==> src/rtl/mips_ctrl_pkg.sv <==
// Shared constants for the multicycle MIPS control sequencer: opcodes, state
// encoding, and the datapath mux/ALU control codes.
package mips_ctrl_pkg;

  localparam logic [5:0] OP_RTYPE = 6'b000000;
  localparam logic [5:0] OP_LW    = 6'b100011;
  localparam logic [5:0] OP_SW    = 6'b101011;
  localparam logic [5:0] OP_BEQ   = 6'b000100;
  localparam logic [5:0] OP_J     = 6'b000010;
  localparam logic [5:0] OP_ADDI  = 6'b001000;

  // Wait timer width; timeouts are limited to 1..255 cycles
  localparam int unsigned TIMER_W = 8;

  typedef enum logic [3:0] {
    S_RESET    = 4'd0,
    S_FETCH    = 4'd1,
    S_DECODE   = 4'd2,
    S_MEM_ADDR = 4'd3,
    S_MEM_RD   = 4'd4,
    S_MEM_WB   = 4'd5,
    S_MEM_WR   = 4'd6,
    S_EXEC_R   = 4'd7,
    S_R_WB     = 4'd8,
    S_ADDI_EX  = 4'd9,
    S_ADDI_WB  = 4'd10,
    S_BRANCH   = 4'd11,
    S_JUMP     = 4'd12,
    S_FAULT    = 4'd13
  } state_t;

  localparam logic [1:0] ALUOP_ADD   = 2'b00;
  localparam logic [1:0] ALUOP_SUB   = 2'b01;
  localparam logic [1:0] ALUOP_FUNCT = 2'b10;

  localparam logic [1:0] SRCB_B      = 2'b00;
  localparam logic [1:0] SRCB_FOUR   = 2'b01;
  localparam logic [1:0] SRCB_IMM    = 2'b10;
  localparam logic [1:0] SRCB_IMM_SH = 2'b11;

  localparam logic [1:0] PCSRC_ALU    = 2'b00;
  localparam logic [1:0] PCSRC_ALUOUT = 2'b01;
  localparam logic [1:0] PCSRC_JUMP   = 2'b10;

  // States that wait on the memory handshake
  function automatic logic is_mem_state(input state_t s);
    return (s inside {S_FETCH, S_MEM_RD, S_MEM_WR});
  endfunction

endpackage

==> src/rtl/mem_wait_timer.sv <==
// Counts consecutive cycles spent waiting on mem_ready.
// Ports: clk, rst_n (async active-low), clear (zero the count), enable (one
// more wait cycle), expired_c (this wait cycle is the MEM_TIMEOUT-th).
module mem_wait_timer
  import mips_ctrl_pkg::*;
#(
  parameter int unsigned MEM_TIMEOUT = 15
) (
  input  logic clk,
  input  logic rst_n,
  input  logic clear,
  input  logic enable,
  output logic expired_c
);

  logic [TIMER_W-1:0] count;

  // Wait-cycle counter
  always_ff @(posedge clk or negedge rst_n) begin
    if (!rst_n) begin
      count <= '0;
    end else if (clear) begin
      count <= '0;
    end else if (enable) begin
      count <= count + TIMER_W'(1);
    end
  end

  // count holds the waits already seen, so the current wait is count+1
  assign expired_c = enable && (count == TIMER_W'(MEM_TIMEOUT - 1));

endmodule

==> src/rtl/multicycle_control_fsm.sv <==
// Multicycle MIPS control sequencer: steps the shared-memory datapath through
// FETCH..WRITEBACK, stalls on mem_ready, counts retired instructions, traps
// illegal opcodes and memory timeouts.
// Ports: CLK, RST_N (async active-low); op = IR[31:26]; zf ALU zero flag;
// mem_ready memory handshake; datapath strobes PCWrite..PCSource; illegal_op
// pulse; fault sticky timeout flag; instr_count retired-instruction counter.
module multicycle_control_fsm
  import mips_ctrl_pkg::*;
#(
  parameter int unsigned MEM_TIMEOUT = 15,
  parameter int unsigned CNT_W       = 32
) (
  input  logic             CLK,
  input  logic             RST_N,
  input  logic [5:0]       op,
  input  logic             zf,
  input  logic             mem_ready,
  output logic             PCWrite,
  output logic             PCWriteCond,
  output logic             IorD,
  output logic             MemRead,
  output logic             MemWrite,
  output logic             IRWrite,
  output logic             MemToReg,
  output logic             RegDst,
  output logic             RegWrite,
  output logic             ALUSrcA,
  output logic [1:0]       ALUSrcB,
  output logic [1:0]       AluOp,
  output logic [1:0]       PCSource,
  output logic             illegal_op,
  output logic             fault,
  output logic [CNT_W-1:0] instr_count
);

  state_t state, next_state;
  logic   retire_c;
  logic   in_mem_c;
  logic   expired_c;

  // zf qualifies PCWriteCond inside the datapath, not here
  logic unused_zf;
  assign unused_zf = zf;

  assign in_mem_c = is_mem_state(state);

  mem_wait_timer #(.MEM_TIMEOUT(MEM_TIMEOUT)) u_timer (
    .clk       (CLK),
    .rst_n     (RST_N),
    .clear     (!in_mem_c || mem_ready),
    .enable    (in_mem_c && !mem_ready),
    .expired_c (expired_c)
  );

  // State register
  always_ff @(posedge CLK or negedge RST_N) begin
    if (!RST_N) state <= S_RESET;
    else        state <= next_state;
  end

  // Next-state and retire decode
  always_comb begin
    next_state = state;
    retire_c   = 1'b0;
    case (state)
      S_RESET:  next_state = S_FETCH;
      S_FETCH: begin
        if (mem_ready)      next_state = S_DECODE;
        else if (expired_c) next_state = S_FAULT;
      end
      S_DECODE: begin
        case (op)
          OP_LW, OP_SW: next_state = S_MEM_ADDR;
          OP_RTYPE:     next_state = S_EXEC_R;
          OP_BEQ:       next_state = S_BRANCH;
          OP_J:         next_state = S_JUMP;
          OP_ADDI:      next_state = S_ADDI_EX;
          default:      next_state = S_FETCH;
        endcase
      end
      S_MEM_ADDR: next_state = (op == OP_SW) ? S_MEM_WR : S_MEM_RD;
      S_MEM_RD: begin
        if (mem_ready)      next_state = S_MEM_WB;
        else if (expired_c) next_state = S_FAULT;
      end
      S_MEM_WR: begin
        if (mem_ready) begin
          next_state = S_FETCH;
          retire_c   = 1'b1;
        end else if (expired_c) begin
          next_state = S_FAULT;
        end
      end
      S_EXEC_R:  next_state = S_R_WB;
      S_ADDI_EX: next_state = S_ADDI_WB;
      S_MEM_WB, S_R_WB, S_ADDI_WB, S_BRANCH, S_JUMP: begin
        next_state = S_FETCH;
        retire_c   = 1'b1;
      end
      S_FAULT:  next_state = S_FAULT;
      default:  next_state = S_RESET;
    endcase
  end

  // Datapath strobes; FETCH qualifies the IR/PC load with mem_ready
  always_comb begin
    PCWrite     = 1'b0;
    PCWriteCond = 1'b0;
    IorD        = 1'b0;
    MemRead     = 1'b0;
    MemWrite    = 1'b0;
    IRWrite     = 1'b0;
    MemToReg    = 1'b0;
    RegDst      = 1'b0;
    RegWrite    = 1'b0;
    ALUSrcA     = 1'b0;
    ALUSrcB     = SRCB_B;
    AluOp       = ALUOP_ADD;
    PCSource    = PCSRC_ALU;
    illegal_op  = 1'b0;
    fault       = 1'b0;
    case (state)
      S_FETCH: begin
        MemRead  = 1'b1;
        ALUSrcB  = SRCB_FOUR;
        PCSource = PCSRC_ALU;
        IRWrite  = mem_ready;
        PCWrite  = mem_ready;
      end
      S_DECODE: begin
        ALUSrcB    = SRCB_IMM_SH;
        illegal_op = !(op inside {OP_LW, OP_SW, OP_RTYPE, OP_BEQ, OP_J, OP_ADDI});
      end
      S_MEM_ADDR, S_ADDI_EX: begin
        ALUSrcA = 1'b1;
        ALUSrcB = SRCB_IMM;
      end
      S_MEM_RD: begin
        MemRead = 1'b1;
        IorD    = 1'b1;
      end
      S_MEM_WB: begin
        RegWrite = 1'b1;
        MemToReg = 1'b1;
      end
      S_MEM_WR: begin
        MemWrite = 1'b1;
        IorD     = 1'b1;
      end
      S_EXEC_R: begin
        ALUSrcA = 1'b1;
        ALUSrcB = SRCB_B;
        AluOp   = ALUOP_FUNCT;
      end
      S_R_WB: begin
        RegWrite = 1'b1;
        RegDst   = 1'b1;
      end
      S_ADDI_WB: RegWrite = 1'b1;
      S_BRANCH: begin
        ALUSrcA     = 1'b1;
        ALUSrcB     = SRCB_B;
        AluOp       = ALUOP_SUB;
        PCWriteCond = 1'b1;
        PCSource    = PCSRC_ALUOUT;
      end
      S_JUMP: begin
        PCWrite  = 1'b1;
        PCSource = PCSRC_JUMP;
      end
      S_FAULT: fault = 1'b1;
      default: ;
    endcase
  end

  // Retired-instruction counter, wraps naturally
  always_ff @(posedge CLK or negedge RST_N) begin
    if (!RST_N)        instr_count <= '0;
    else if (retire_c) instr_count <= instr_count + CNT_W'(1);
  end

endmodule

==> config.mk <==
export PLATFORM = sky130hd
export DESIGN_NAME = multicycle_control_fsm
export DESIGN_NICKNAME = d
export VERILOG_FILES = /design/src/rtl/mips_ctrl_pkg.sv /design/src/rtl/mem_wait_timer.sv /design/src/rtl/multicycle_control_fsm.sv
export SDC_FILE = /design/constraint.sdc
export NUM_CORES = 1
export LEC_CHECK = 0
export BUFFER_PORTS_ARGS = -buffer_cell sky130_fd_sc_hd__buf_2
export CAP_MARGIN = 20
export CORE_MARGIN = 8
export CORE_UTILIZATION = 55
export CTS_BUF_LIST = sky130_fd_sc_hd__clkbuf_8 sky130_fd_sc_hd__clkbuf_16
export CTS_CLUSTER_SIZE = 12
export DETAILED_ROUTE_END_ITERATION = 10
export GPL_ROUTABILITY_DRIVEN = 0
export GPL_TIMING_DRIVEN = 0
export HOLD_SLACK_MARGIN = 0.06
export PLACE_DENSITY = 0.93
export SLEW_MARGIN = 20
export SYNTH_ARGS = -nofsm -noshare
export SYNTH_HDL_FRONTEND = slang
export SYNTH_SLANG_ARGS = --single-unit
==> constraint.sdc <==
create_clock -name CLK -period 2.8 [get_ports CLK]
set_clock_uncertainty 0.1 [all_clocks]
set_input_delay 0.7 -clock CLK [delete_from_list [all_inputs] [get_ports CLK]]
set_output_delay 0.7 -clock CLK [all_outputs]
set_load 0.01 [all_outputs]
# --- After elaboration in Yosys (flattened, before gate mapping) ---
# Index checks and enable logic that the tools add are counted.
totals:
  register_bits: 44
  input_bits: 10
  out_inout_bits: 50
  word_cells: 69
classes:
  addsub: 2
  eq_ne: 19
  n_mux: 26
  n_reduce_logical: 19
ops:
  columns: ["cell", "n"]
  rows:
  - ["case mux 4 bit (9 select lines)", 1]
  - ["adder 32 x 1 -> 32 bit (second input constant)", 1]
  - ["equality test 4 bit (second input constant)", 6]
  - ["case mux 4 bit (5 select lines)", 1]
  - ["equality test 4 x 3 -> 1 bit (second input constant)", 4]
  - ["two-way mux 4 bit", 4]
  - ["two-way mux 8 bit", 2]
  - ["equality test 6 bit (second input constant)", 2]
  - ["two-way mux 1 bit", 12]
  - ["adder 8 x 1 -> 8 bit (second input constant)", 1]
  - ["equality test 4 x 2 -> 1 bit (second input constant)", 2]
  - ["equality test 8 x 4 -> 1 bit (second input constant)", 1]
  - ["case mux 2 bit (2 select lines)", 2]
  - ["OR reduction 2 bit", 4]
  - ["equality test 6 x 2 -> 1 bit (second input constant)", 1]
  - ["equality test 6 x 3 -> 1 bit (second input constant)", 1]
  - ["equality test 6 x 4 -> 1 bit (second input constant)", 1]
  - ["zero test 6 bit", 1]
  - ["case mux 2 bit (3 select lines)", 1]
  - ["nonzero test 6 bit", 1]
  - ["OR reduction 6 bit", 1]
  - ["OR reduction 5 bit", 1]
  - ["equality test 4 x 1 -> 1 bit (second input constant)", 1]
  - ["zero test 4 bit", 1]
  - ["9 further kinds", 13]

# --- Longest topological paths before layout ---
# Gate-level depths: netlist (run 1).
depth:
  word_depth: 7
  ltp_mapped: 6

# --- Cells and area by module ---
# From an unflattened synthesis (run 1), not the netlist that was laid out.
unflattened:
  hier_cells: 275
  area_unflattened_um2: 2720.1
by_module_without_submodules:
  columns: ["mod", "instances", "cells_per_inst", "area_each_um2"]
  rows:
  - ["multicycle_control_fsm", 1, 234, 2309.7]
  - ["mem_wait_timer", 1, 41, 410.4]

# --- Least setup slack after synthesis (run 1) ---
# Ideal clock, no wire load.
synth_timing:
  kind: "in2out"
  from: "input op[1]"
  to: "output illegal_op"
  t_arrival_ns: 1.592
  required_ns: 2.000
  path_slack_ns: 0.408
  stages: 4
  path_buffers: 1
  cell_sequence: "clkbuf_1 > or4_1 > a21oi_1 > nor3b_1"
synth_between:
  elab_chain_len: 4
  word_cells_on_any_way: 9
synth_rtl:
  columns: ["element", "line_no", "text"]
  rows:
  - ["from (decl)", "multicycle_control_fsm.sv:15", "input logic [5:0] op,"]
  - ["equality test 6 bit (tied with other cells)", "multicycle_control_fsm.sv:132", "illegal_op = !(op inside {OP_LW, OP_SW, OP_RTYPE, OP_BEQ, OP_J, OP_ADDI});"]
  - ["nonzero test 6 bit *", "multicycle_control_fsm.sv:132", null]
  - ["zero test 1 bit *", "multicycle_control_fsm.sv:132", null]
  - ["two-way mux 1 bit *", "multicycle_control_fsm.sv:122", "case (state)"]
  - ["to (decl)", "multicycle_control_fsm.sv:31", "output logic illegal_op,"]
# Every way passes the cells marked *; elsewhere a longest branch is shown, timed or not.

# --- Final worst setup path (run 1) ---
layout_timing:
  from: "register state[0]"
  to: "output PCSource[0]"
layout_between:
  elab_chain_len: 2
  word_cells_on_any_way: 3
layout_rtl:
  columns: ["element", "line_no", "text"]
  rows:
  - ["from (decl)", "multicycle_control_fsm.sv:36", "state_t state, next_state;"]
  - ["from (signal assigned)", "multicycle_control_fsm.sv:58", "else state <= next_state;"]
  - ["equality test 4 bit", "multicycle_control_fsm.sv:122", null]
  - ["case mux 2 bit (2 select lines) *", "multicycle_control_fsm.sv:122", null]
  - ["to (decl)", "multicycle_control_fsm.sv:30", "output logic [1:0] PCSource,"]
# Marks and branches as above.

==> metrics.txt, run 1 <==
count of buffers inserted at the top-level ports=57; final-report hold violation count=0; number of design-rule violations left by the first detailed-router iteration=209; Hold Crit Class=register to register; Final Net Count=346; GR Util All Layers=18.53%; top post-synthesis cells by count=sky130_fd_sc_hd__dfrtp_1, sky130_fd_sc_hd__xor2_1, sky130_fd_sc_hd__nor2_1, sky130_fd_sc_hd__nand2_1; post-place setup slack=0.2128 ns; main combinational cell family by area after synthesis=compound AO/OA/AOI/OAI gates; register bit count reported by yosys=44; leading cell types by total area after synthesis=sky130_fd_sc_hd__dfrtp_1, sky130_fd_sc_hd__xor2_1, sky130_fd_sc_hd__a2111oi_4, sky130_fd_sc_hd__nor2_1, sky130_fd_sc_hd__nand4_1; Syn Nets=282; number of failing setup endpoints in the final timing report=0; Die Span Y=86.99 um; pin count of the biggest net entering global routing=45; post-route fraction of the period consumed by the critical path=93.37%; # IOs=60; setup slack after layout=0.1858 ns; Leak Pwr=1.167 nW; Critical Path Sink Type=primary output; status=finished clean; die boundary width=86.99 um; Worst Max-Slew Pin Slew=0.9592 ns; critical path launch point type=register; total of cells resized after clock tree synthesis=0; time the final worst path needs with I/O delays and setup=2.614 ns; floorplan row count=26; fraction of synthesized cell area taken by the top area cell type=39.73%; initial core utilization=55.68%; Compound-Gate Fraction of Synth Area=21.08%; vias per inst=5.794; setup TNS after final layout=0 ns; Simple-Gate Fraction of Synth Area=19.82%; synthesis-to-finish area growth=16.57%; clock-pin slew on the worst setup and hold paths=0.08 ns; cell accounting for the most synthesized area=sky130_fd_sc_hd__dfrtp_1; Avg Cell Area, Syn=10.30 um^2; share of cells above drive strength 1=28.23%; proportion of synthesized flip-flops having asynchronous set or reset=100.0%; first-pass GRT wire length=11310 um; number of global-route vias before repair=2387; die outline area=7566 um^2; detailed-route via count=2335; area of the core=4977 um^2; peak ir drop on the vdd network=391.2 uV; Critical Path RT=2.00 ns; Mapped Cells=269; Peak Freq=382.5 MHz; final HPWL from detailed placement=4878 um; Avg WL per Cell=16.46 um; Arrival @ worst endpoint=1.81 ns; worst skew pair latency=0.30 ns; hold buffer count at cts=0; max-cap viol count=0; antenna violations before repair=0; Layout Cells excl Fill=403; share of synthesized area occupied by flip-flops and latches=39.73%; total setup buffers inserted after CTS=0; XOR/XNOR Fraction of Synth Area=12.33%; clk sinks=44; clock tree from TritonCTS=done; root buffer cell=sky130_fd_sc_hd__clkbuf_8; number of detailed-routing iterations run before antenna repair=4; most used flip-flop cell after synthesis=sky130_fd_sc_hd__dfrtp_1; mapped cell area=2771 um^2; max_slew headroom=36.06%; number of antenna-violating nets in the routed design=0; Post-Route WL=6633 um; Longest Clk Path Bufs=2; number of remaining DRC errors=0; final antenna diode count=0; CP Max Fanout=10; power density cells=652.0 nW/um^2; number of levels the H-tree was split into=2; classification of the worst setup path=register to primary output; total clock buffers created by CTS=5; adder-cell share of the synthesized area=1.354%; setup repair after global routing missed its margin=no; global route total overflow=0; unique cell type count in the Yosys netlist=55; fin. max-slew vios=0; mux cell area share after synthesis=0.7675%; number of warnings printed during yosys synthesis=0; number of enable-type register cells in the synthesized netlist=0; most frequent cell after synthesis=sky130_fd_sc_hd__dfrtp_1; total instance count after detailed placement=396
-- path summary, 6_finish.rpt --
kind	startpoint	to	slack, ns	cells past startpoint
setup / recovery	state[0]$_DFF_PN0_	PCSource[0]	0.19	6
hold / removal	instr_count[31]$_DFFE_PN0P_	instr_count[31]$_DFFE_PN0P_	0.36	1
setup reg to reg	instr_count[0]$_DFFE_PN0P_	instr_count[18]$_DFFE_PN0P_	0.42	6
hold reg to reg	instr_count[31]$_DFFE_PN0P_	instr_count[31]$_DFFE_PN0P_	0.36	1
max in group asynchronous	RST_N	u_timer.count[1]$_DFF_PN0_	1.56	1
min in group asynchronous	RST_N	instr_count[28]$_DFFE_PN0P_	0.44	1
-- routing by layer --
| metal | global-route usage, % | vias to the layer above | wire, um |
|---|---|---|---|
| li1 | - | 1107 | - |
| met1 | 21.65 | 1143 | 2754 |
| met2 | 31.58 | 71 | 3369 |
| met3 | 4.340 | 14 | 378 |
| met4 | 7.981 | 0 | 130 |
| met5 | 0 | - | 0 |
-- power breakdown --
group | total, W | switching [W] | internal, W
logic | 0.000935 | 0.000589 | 0.000346
registers | 0.000787 | 0.0000778 | 0.000709
clock network | 0.000385 | 0.000216 | 0.000169
-- layout make-up --
type	instances	area, um^2
repair buffers	57	285.3
plain buffers	19	118.9
multi-input cells	200	1534
fillers	382	1747
well taps	70	87.58
inverters	6	22.52
clock buffers	5	68.82
clock inverters	2	12.51
flip-flops and latches	44	1101
-- logic make-up (layout without fill, tap and decap cells) --
family / count (synthesis) / after routing
compound gates: 56 / 56
xor+xnor: 39 / 39
fa+ha+maj: 3 / 3
buf+inv: 25 / 89
flops: 44 / 44
mux: 2 / 2
simple gates: 100 / 100
-- critical path, stage by stage (launching register included) --
cell and delay (ns):
sky130_fd_sc_hd__dfrtp_1 0.33, sky130_fd_sc_hd__clkbuf_2 0.17, sky130_fd_sc_hd__clkbuf_1 0.37, sky130_fd_sc_hd__nand2_1 0.19, sky130_fd_sc_hd__nor2_1 0.20, sky130_fd_sc_hd__buf_4 0.13, sky130_fd_sc_hd__buf_2 0.11
-- flip-flops by register name, indices dropped and copies added, names as in the netlist --
name and count:
instr_count 32, u_timer.count 8, state 4
-- cells in the final DEF, fill, tap and decap left out, types with 4 or more instances in the layout --
cell	n
sky130_fd_sc_hd__a211oi_1	8
sky130_fd_sc_hd__a21boi_0	5
sky130_fd_sc_hd__nor2_1	24
sky130_fd_sc_hd__a2111oi_4	9
sky130_fd_sc_hd__o21ai_0	4
sky130_fd_sc_hd__xnor2_1	6
sky130_fd_sc_hd__a2111oi_0	5
sky130_fd_sc_hd__nand4_1	11
sky130_fd_sc_hd__buf_2	57
sky130_fd_sc_hd__dfrtp_1	44
sky130_fd_sc_hd__nand2b_1	4
sky130_fd_sc_hd__clkbuf_1	9
sky130_fd_sc_hd__a21oi_1	12
sky130_fd_sc_hd__nor3_1	5
sky130_fd_sc_hd__xor2_1	33
sky130_fd_sc_hd__nand2_1	16
sky130_fd_sc_hd__nand3_1	12
sky130_fd_sc_hd__inv_1	6
sky130_fd_sc_hd__clkbuf_2	5
sky130_fd_sc_hd__clkbuf_8	6
-- stage by stage --
| stage | instance area [um^2] | hold slack (ns) | utilization (%) | power (W) |
|---|---|---|---|---|
| after CTS | 3226 | 0.3679 | 64.81 | 0.002110 |
| after floorplan | 2771 | 0.3044 | - | 0.001441 |
| after detailed placement | 3144 | 0.3523 | 63.17 | 0.001721 |
| after global placement | 3144 | 0.3540 | 63.17 | 0.001691 |
| final | 3231 | 0.3641 | 64.91 | 0.002106 |
| after global routing | 3231 | 0.3860 | 64.91 | 0.002254 |
Power figures use the tool's default switching activity.
==> run 2: changes to the inputs <==
--- a/config.mk
+++ b/config.mk
@@ -5,18 +5,17 @@
 export SDC_FILE = /design/constraint.sdc
 export NUM_CORES = 1
 export LEC_CHECK = 0
+export ABC_AREA = 1
 export BUFFER_PORTS_ARGS = -buffer_cell sky130_fd_sc_hd__buf_2
 export CAP_MARGIN = 20
 export CORE_MARGIN = 8
-export CORE_UTILIZATION = 55
+export CORE_UTILIZATION = 56
 export CTS_BUF_LIST = sky130_fd_sc_hd__clkbuf_8 sky130_fd_sc_hd__clkbuf_16
 export CTS_CLUSTER_SIZE = 12
 export DETAILED_ROUTE_END_ITERATION = 10
 export GPL_ROUTABILITY_DRIVEN = 0
-export GPL_TIMING_DRIVEN = 0
 export HOLD_SLACK_MARGIN = 0.06
 export PLACE_DENSITY = 0.93
-export SLEW_MARGIN = 20
 export SYNTH_ARGS = -nofsm -noshare
 export SYNTH_HDL_FRONTEND = slang
 export SYNTH_SLANG_ARGS = --single-unit
==> run 2 against run 1 <==
First-iteration DRC count is 5.3% higher. Critical path depth stayed put. Sequential cell count stayed put. Core utilization down 0.54 points. Sequential share of layout area decreased by 2.6 points. Sequential power rose by 1%. Largest cell class unchanged. Largest power group is now registers. Highest routed layer unchanged.
==> metrics.txt, run 2 <==
floorplan row count=27 (+3.8%); hold buffer count at cts=0 (unchanged); Avg Cell Area, Syn=6.335 um^2 (-39%); mapped cell area=3110 um^2 (+12%); end of the worst register-to-register path=instr_count[16]$_DFFE_PN0P_; number of detailed-routing iterations run before antenna repair=5 (+1); power density cells=542.2 nW/um^2 (-17%); startpoint of the most critical setup path=state[0]$_DFF_PN0_; count of buffers inserted at the top-level ports=58 (+1.8%); max_slew headroom=53.36% (+17 points); most frequent cell after synthesis=sky130_fd_sc_hd__nand2_1; Placement Cell Area=3423 um^2 (+8.9%); Layout fillers=492 (+29%); total of cells resized after clock tree synthesis=0 (unchanged); Leak Pwr=1.811 nW (+55%); GR Util All Layers=19.56% (+1.0 points); Avg WL per Cell=12.81 um (-22%); Post-Route WL=7943 um (+20%); critical path launch point type=register; top post-synthesis cells by count=sky130_fd_sc_hd__nand2_1, sky130_fd_sc_hd__nor2_1, sky130_fd_sc_hd__nand3_1, sky130_fd_sc_hd__dfrtp_1, sky130_fd_sc_hd__inv_1; Critical Path Sink Type=primary output; # IOs=60 (unchanged); Finished Cell Area=3501 um^2 (+8.4%); Worst Max-Slew Pin Slew=0.6974 ns (-0.2618 ns); setup repair after global routing missed its margin=no; detailed-route via count=3292 (+41%); pin count of the biggest net entering global routing=46 (+2.2%); number of failing setup endpoints in the final timing report=0 (unchanged); number of levels the H-tree was split into=2 (unchanged); Longest Clk Path Bufs=2 (unchanged); number of warnings printed during yosys synthesis=0 (unchanged); Worst Reg2Reg Path Length in Cells=8 (+2); proportion of synthesized flip-flops having asynchronous set or reset=100.0% (unchanged); number of remaining DRC errors=0 (unchanged); initial core utilization=57.19% (+1.5 points); final HPWL from detailed placement=6119 um (+25%); global route total overflow=0 (unchanged); clock tree from TritonCTS=done; status=finished clean; Die Span Y=90.53 um (+4.1%); register-to-register setup slack=0.80 ns (+0.38 ns); CP Max Fanout=7 (-3); max reg flops=32 (unchanged); Syn Nets=504 (+79%); Arrival @ worst endpoint=1.68 ns (-0.13 ns); number of enable-type register cells in the synthesized netlist=0 (unchanged); share of cells above drive strength 1=14.96% (-13 points); total clock buffers created by CTS=5 (unchanged); Peak Freq=403.8 MHz (+5.6%); total power draw=0.001898 W (-9.9%); final-report hold violation count=0 (unchanged); Critical Path RT=2.00 ns (about the same); worst skew pair latency=0.30 ns (about the same); total setup buffers inserted after CTS=0 (unchanged); share of synthesized area occupied by flip-flops and latches=35.40% (-4.3 points); final antenna diode count=0 (unchanged); classification of the worst setup path=register to primary output; number of global-route vias before repair=3075 (+29%); most common library cell in the layout ignoring fill and taps=sky130_fd_sc_hd__nand2_1; register bit count reported by yosys=44 (unchanged); fin. max-slew vios=0 (unchanged); antenna violations before repair=0 (unchanged); die outline area=8196 um^2 (+8.3%); Finished Core Util=64.37% (-0.54 points); Hold Crit Class=primary input to asynchronous set/reset pin; peak ir drop on the vdd network=624.8 uV (+60%); number of design-rule violations left by the first detailed-router iteration=220 (+5.3%); vias per inst=5.310 (-8.4%); startpoint of the worst-slack reg-to-reg timing path=instr_count[0]$_DFFE_PN0P_; setup TNS after final layout=0 ns (unchanged); clk sinks=44 (unchanged); leading cell types by total area after synthesis=sky130_fd_sc_hd__dfrtp_1, sky130_fd_sc_hd__nand2_1, sky130_fd_sc_hd__nor2_1, sky130_fd_sc_hd__nand3_1, sky130_fd_sc_hd__inv_1; area of the core=5439 um^2 (+9.3%); synthesis-to-finish area growth=12.55%; die boundary width=90.53 um (+4.1%); highest-count cells in the layout ignoring fill and taps=sky130_fd_sc_hd__nand2_1, sky130_fd_sc_hd__nor2_1, sky130_fd_sc_hd__buf_2; fraction of synthesized cell area taken by the top area cell type=35.40% (-4.3 points); number of antenna-violating nets in the routed design=0 (unchanged); clock-pin slew on the worst setup and hold paths=0.08 ns (about the same); Mapped Cells=491 (+83%); max-cap viol count=0 (unchanged); final hold slack=0.3772 ns (+0.01313 ns); cell accounting for the most synthesized area=sky130_fd_sc_hd__dfrtp_1; Final Net Count=561 (+62%); Worst Setup EP=illegal_op; most used flip-flop cell after synthesis=sky130_fd_sc_hd__dfrtp_1; first-pass GRT wire length=13470 um (+19%); post-route fraction of the period consumed by the critical path=88.46% (-4.9 points); largest registers=instr_count: 32 flops, u_timer.count: 8 flops, state: 4 flops; register containing the most flip-flops in the final layout=instr_count; unique cell type count in the Yosys netlist=27 (-51%); time the final worst path needs with I/O delays and setup=2.477 ns (-0.1375 ns); root buffer cell=sky130_fd_sc_hd__clkbuf_8
[run 2: cell count changes after synthesis, moves of 6 or more]
cell and delta:
sky130_fd_sc_hd__a2111oi_4 -9, sky130_fd_sc_hd__nor2_1 +69, sky130_fd_sc_hd__a211oi_1 -8, sky130_fd_sc_hd__nand3_1 +35, sky130_fd_sc_hd__clkbuf_1 -12, sky130_fd_sc_hd__o21ai_1 +6
sky130_fd_sc_hd__xor2_1 -23, sky130_fd_sc_hd__a21oi_1 -6, sky130_fd_sc_hd__xnor2_1 -6, sky130_fd_sc_hd__inv_1 +38, sky130_fd_sc_hd__nand2_1 +167
[run 2: cell type report]
| cell class | instances | area (um^2) | share of cell area [%] |
|---|---|---|---|
| Inverter | 49 | 183.9 | 5.254 |
| Sequential cell | 44 | 1101 | 31.45 |
| Timing Repair Buffer | 59 | 297.8 | 8.506 |
| Tap cell | 72 | 90.09 | 2.573 |
| Multi-Input combinational cell | 389 | 1750 | 50.00 |
| Clock buffer | 5 | 68.82 | 1.966 |
| Clock inverter | 2 | 8.758 | 0.2502 |
[run 2: cells by family (layout without fill, tap and decap cells)]
logic type / after synthesis / in the layout / share of synthesized area (%)
buffers and inverters: 58 / 115 / 8.326
AO/OA/AOI/OAI: 24 / 24 / 4.063
flip-flops: 44 / 44 / 35.40
adder cells (fa/ha/maj): 3 / 3 / 1.207
XOR/XNOR: 10 / 10 / 2.816
AND/OR/NAND/NOR: 352 / 352 / 48.19
[run 2: per-layer routing]
layer	vias up	routed length (um)	track usage (%)
met4	0	264	8.738
met1	1500	3199	20.87
met2	125	3916	34.47
li1	1643	-	-
met5	-	0	0
met3	24	563	6.068
[run 2: where the power goes]
part           internal, W  total [W]  switching, W
clock             0.000166   0.000381      0.000215
sequential        0.000696   0.000796     0.0000999
combinational     0.000217   0.000721      0.000504
[run 2: worst min-delay path by stage]
stage | start | to | slack, ns | depth (start not counted)
after global placement | u_timer.count[0]$_DFF_PN0_ | u_timer.count[0]$_DFF_PN0_ | 0.37 | 1
final | RST_N | instr_count[2]$_DFFE_PN0P_ | 0.38 | 2
after floorplan | RST_N | instr_count[0]$_DFFE_PN0P_ | 0.30 | 0
after CTS | RST_N | instr_count[31]$_DFFE_PN0P_ | 0.40 | 2
after detailed placement | u_timer.count[0]$_DFF_PN0_ | u_timer.count[0]$_DFF_PN0_ | 0.39 | 1
after global routing | RST_N | instr_count[5]$_DFFE_PN0P_ | 0.42 | 2
[run 2: per-stage QoR]
stage,cells,setup WS [ns]
floorplan,491,0.7742
global placement,613,0.5158
detailed placement,613,0.4517
CTS,620,0.3185
global route,620,0.1710
finish,620,0.3233
[run 2: critical path, cell delays in order, from the launching register on]
cell                      delay, ns
sky130_fd_sc_hd__dfrtp_1       0.47
sky130_fd_sc_hd__inv_2         0.17
sky130_fd_sc_hd__nand2_1       0.12
sky130_fd_sc_hd__nor2_1        0.19
sky130_fd_sc_hd__inv_1         0.10
sky130_fd_sc_hd__nor3_1        0.17
sky130_fd_sc_hd__buf_2         0.15
==> run 3: changes to the inputs <==
--- a/config.mk
+++ b/config.mk
@@ -6,6 +6,7 @@
 export NUM_CORES = 1
 export LEC_CHECK = 0
 export ABC_AREA = 1
+export ABC_CLOCK_PERIOD_IN_PS = 2800
 export BUFFER_PORTS_ARGS = -buffer_cell sky130_fd_sc_hd__buf_2
 export CAP_MARGIN = 20
 export CORE_MARGIN = 8
@@ -16,6 +17,7 @@
 export GPL_ROUTABILITY_DRIVEN = 0
 export HOLD_SLACK_MARGIN = 0.06
 export PLACE_DENSITY = 0.93
+export SLEW_MARGIN = 20
 export SYNTH_ARGS = -nofsm -noshare
 export SYNTH_HDL_FRONTEND = slang
 export SYNTH_SLANG_ARGS = --single-unit
==> constraint.sdc (replaced) <==
create_clock -name CLK -period 2.8 [get_ports CLK]
set_clock_uncertainty 0.1 [all_clocks]
set_input_delay 0.7 -clock CLK [delete_from_list [all_inputs] [get_ports CLK]]
set_output_delay 0.7 -clock CLK [all_outputs]
set_load 0.005 [all_outputs]
==> run 3 against run 2 <==
First-iteration DRC count shrank 21%. Register-to-register slack lost 0.03 ns. Maximum frequency shrank 0.67%. Sequential share of layout area shrank 0.11 points. Global-route usage shrank 0.10 points. Setup slack lost 0.017 ns. Cell area grew 0.36%. Wire length shrank 0.94%. Combinational power shrank 5.1%. Largest power group unchanged.
==> metrics.txt, run 3 (synthesis gave the netlist of run 2 again) <==
Arrival @ worst endpoint=1.69 ns (about the same); final-report hold violation count=0 (unchanged); status=finished clean; post-route fraction of the period consumed by the critical path=89.05% (+0.60 points); floorplan row count=27 (unchanged); max reg flops=32 (unchanged); clk sinks=44 (unchanged); total of cells resized after clock tree synthesis=0 (unchanged); startpoint of the worst-slack reg-to-reg timing path=state[0]$_DFF_PN0_; number of levels the H-tree was split into=2 (unchanged); fin. max-slew vios=0 (unchanged); number of design-rule violations left by the first detailed-router iteration=173 (-21%); total setup buffers inserted after CTS=0 (unchanged); root buffer cell=sky130_fd_sc_hd__clkbuf_8; number of remaining DRC errors=0 (unchanged); sum of buffers and inverters on the critical path=3 (unchanged); GR Util All Layers=19.45% (-0.10 points); post-place setup slack=0.4653 ns (+0.01355 ns); area of the core=5439 um^2 (unchanged); Longest Clk Path Bufs=2 (unchanged); clock-pin slew on the worst setup and hold paths=0.08 ns (about the same); pin count of the biggest net entering global routing=46 (unchanged); power density cells=537.5 nW/um^2 (-0.86%); register-to-register setup slack=0.77 ns (-0.03 ns); global route total overflow=0 (unchanged); highest-count cells in the layout ignoring fill and taps=sky130_fd_sc_hd__nand2_1, sky130_fd_sc_hd__nor2_1, sky130_fd_sc_hd__buf_2; family of cells with the greatest summed delay on the critical path=simple AND/OR/NAND/NOR gates; antenna violations before repair=0 (unchanged); Post-Route WL=7868 um (-0.94%); biggest cell delay along the critical path=0.48 ns (about the same); number of detailed-routing iterations run before antenna repair=5 (unchanged); max_slew headroom=51.73% (-1.6 points); Die Span Y=90.53 um (unchanged); Avg WL per Cell=12.67 um (-1.1%); Critical Path RT=2.00 ns (about the same); peak ir drop on the vdd network=597.0 uV (-4.4%); hold buffer count at cts=0 (unchanged); worst skew pair latency=0.30 ns (about the same); die outline area=8196 um^2 (unchanged); number of failing setup endpoints in the final timing report=0 (unchanged); Worst Reg2Reg Path Length in Cells=7 (-1); Final Net Count=561 (unchanged); detailed-route via count=3280 (-0.36%); synthesis-to-finish area growth=12.95%; count of buffers inserted at the top-level ports=58 (unchanged); final antenna diode count=0 (unchanged); critical path launch point type=register; first-pass GRT wire length=13400 um (-0.51%); initial core utilization=57.19% (unchanged); setup repair after global routing missed its margin=no; # IOs=60 (unchanged); Worst Max-Slew Pin Slew=0.7217 ns (+0.02434 ns); setup TNS after final layout=0 ns (unchanged); most common library cell in the layout ignoring fill and taps=sky130_fd_sc_hd__nand2_1; register containing the most flip-flops in the final layout=instr_count; worst-path cell with the longest stage delay=sky130_fd_sc_hd__dfrtp_1; vias per inst=5.282 (-0.52%); total clock buffers created by CTS=5 (unchanged); share of cells above drive strength 1=14.94% (-0.027 points); Peak Freq=401.0 MHz (-0.67%); largest registers=instr_count: 32 flops, u_timer.count: 8 flops, state: 4 flops; die boundary width=90.53 um (unchanged); cell-by-cell listing of the critical path=inv_2 > nand2_1 > nor2_1 > inv_1 > nor3_1 > buf_2; setup slack after layout=0.3065 ns (-0.01677 ns); max-cap viol count=0 (unchanged); number of antenna-violating nets in the routed design=0 (unchanged); end of the worst register-to-register path=instr_count[4]$_DFFE_PN0P_; classification of the worst setup path=register to primary output; Hold Crit Class=primary input to asynchronous set/reset pin; Leak Pwr=1.819 nW (+0.48%); final HPWL from detailed placement=6084 um (-0.58%); Critical Path Sink Type=primary output; clock tree from TritonCTS=done; CP Max Fanout=7 (unchanged); time the final worst path needs with I/O delays and setup=2.494 ns (+0.01677 ns); number of global-route vias before repair=3079 (+0.13%)
==> run 3: changes by cell type in the layout (fill, tap and decap cells not counted) <==
cell                       previous run  this run
sky130_fd_sc_hd__clkinv_2             1         0
sky130_fd_sc_hd__clkbuf_8             5         6
sky130_fd_sc_hd__inv_1               45        46
==> run 3: how the worst max path moves through the flow <==
stage	slack [ns]	to	depth (start not counted)	start
2_1_floorplan	0.79	illegal_op	4	op[4]
3_3_place_gp	0.53	illegal_op	6	op[4]
3_5_place_dp	0.47	illegal_op	6	op[4]
4_1_cts	0.32	illegal_op	6	state[0]$_DFF_PN0_
5_1_grt	0.16	illegal_op	6	state[0]$_DFF_PN0_
6_report	0.31	illegal_op	6	state[0]$_DFF_PN0_
==> run 3: metal layers <==
metal	GRT usage (%)	part of all wire [%]	vias up
li1	-	-	1650
met1	21.32	40	1475
met2	33.37	49	131
met3	5.653	7.5	24
met4	9.847	3.5	0
met5	0	0	-
==> run 3: layout make-up <==
| class | instances | area (um^2) |
|---|---|---|
| tap | 72 | 90.09 |
| clock inverter | 2 | 7.507 |
| inverter | 49 | 183.9 |
| clock buffer | 6 | 82.58 |
| sequential | 44 | 1101 |
| timing repair buffer | 59 | 297.8 |
| multi-input combinational | 389 | 1750 |
| fill | 483 | 1926 |
==> run 3: through the flow <==
step	utilization (%)	total power, W	hold WS, ns	instance area, um^2	std cells
6_report	64.60	0.001889	0.3721	3513	621
3_3_place_gp	62.94	0.001460	0.3698	3423	613
3_5_place_dp	62.94	0.001485	0.3796	3423	613
4_1_cts	64.60	0.001896	0.3902	3513	621
5_1_grt	64.60	0.002018	0.4082	3513	621
2_1_floorplan	-	0.001299	0.3044	3110	491
==> run 3: where the power goes <==
group          switching (W)  total, W  internal [W]
registers          0.0000973  0.000793      0.000696
logic               0.000468  0.000684      0.000216
clock network       0.000217  0.000412      0.000194
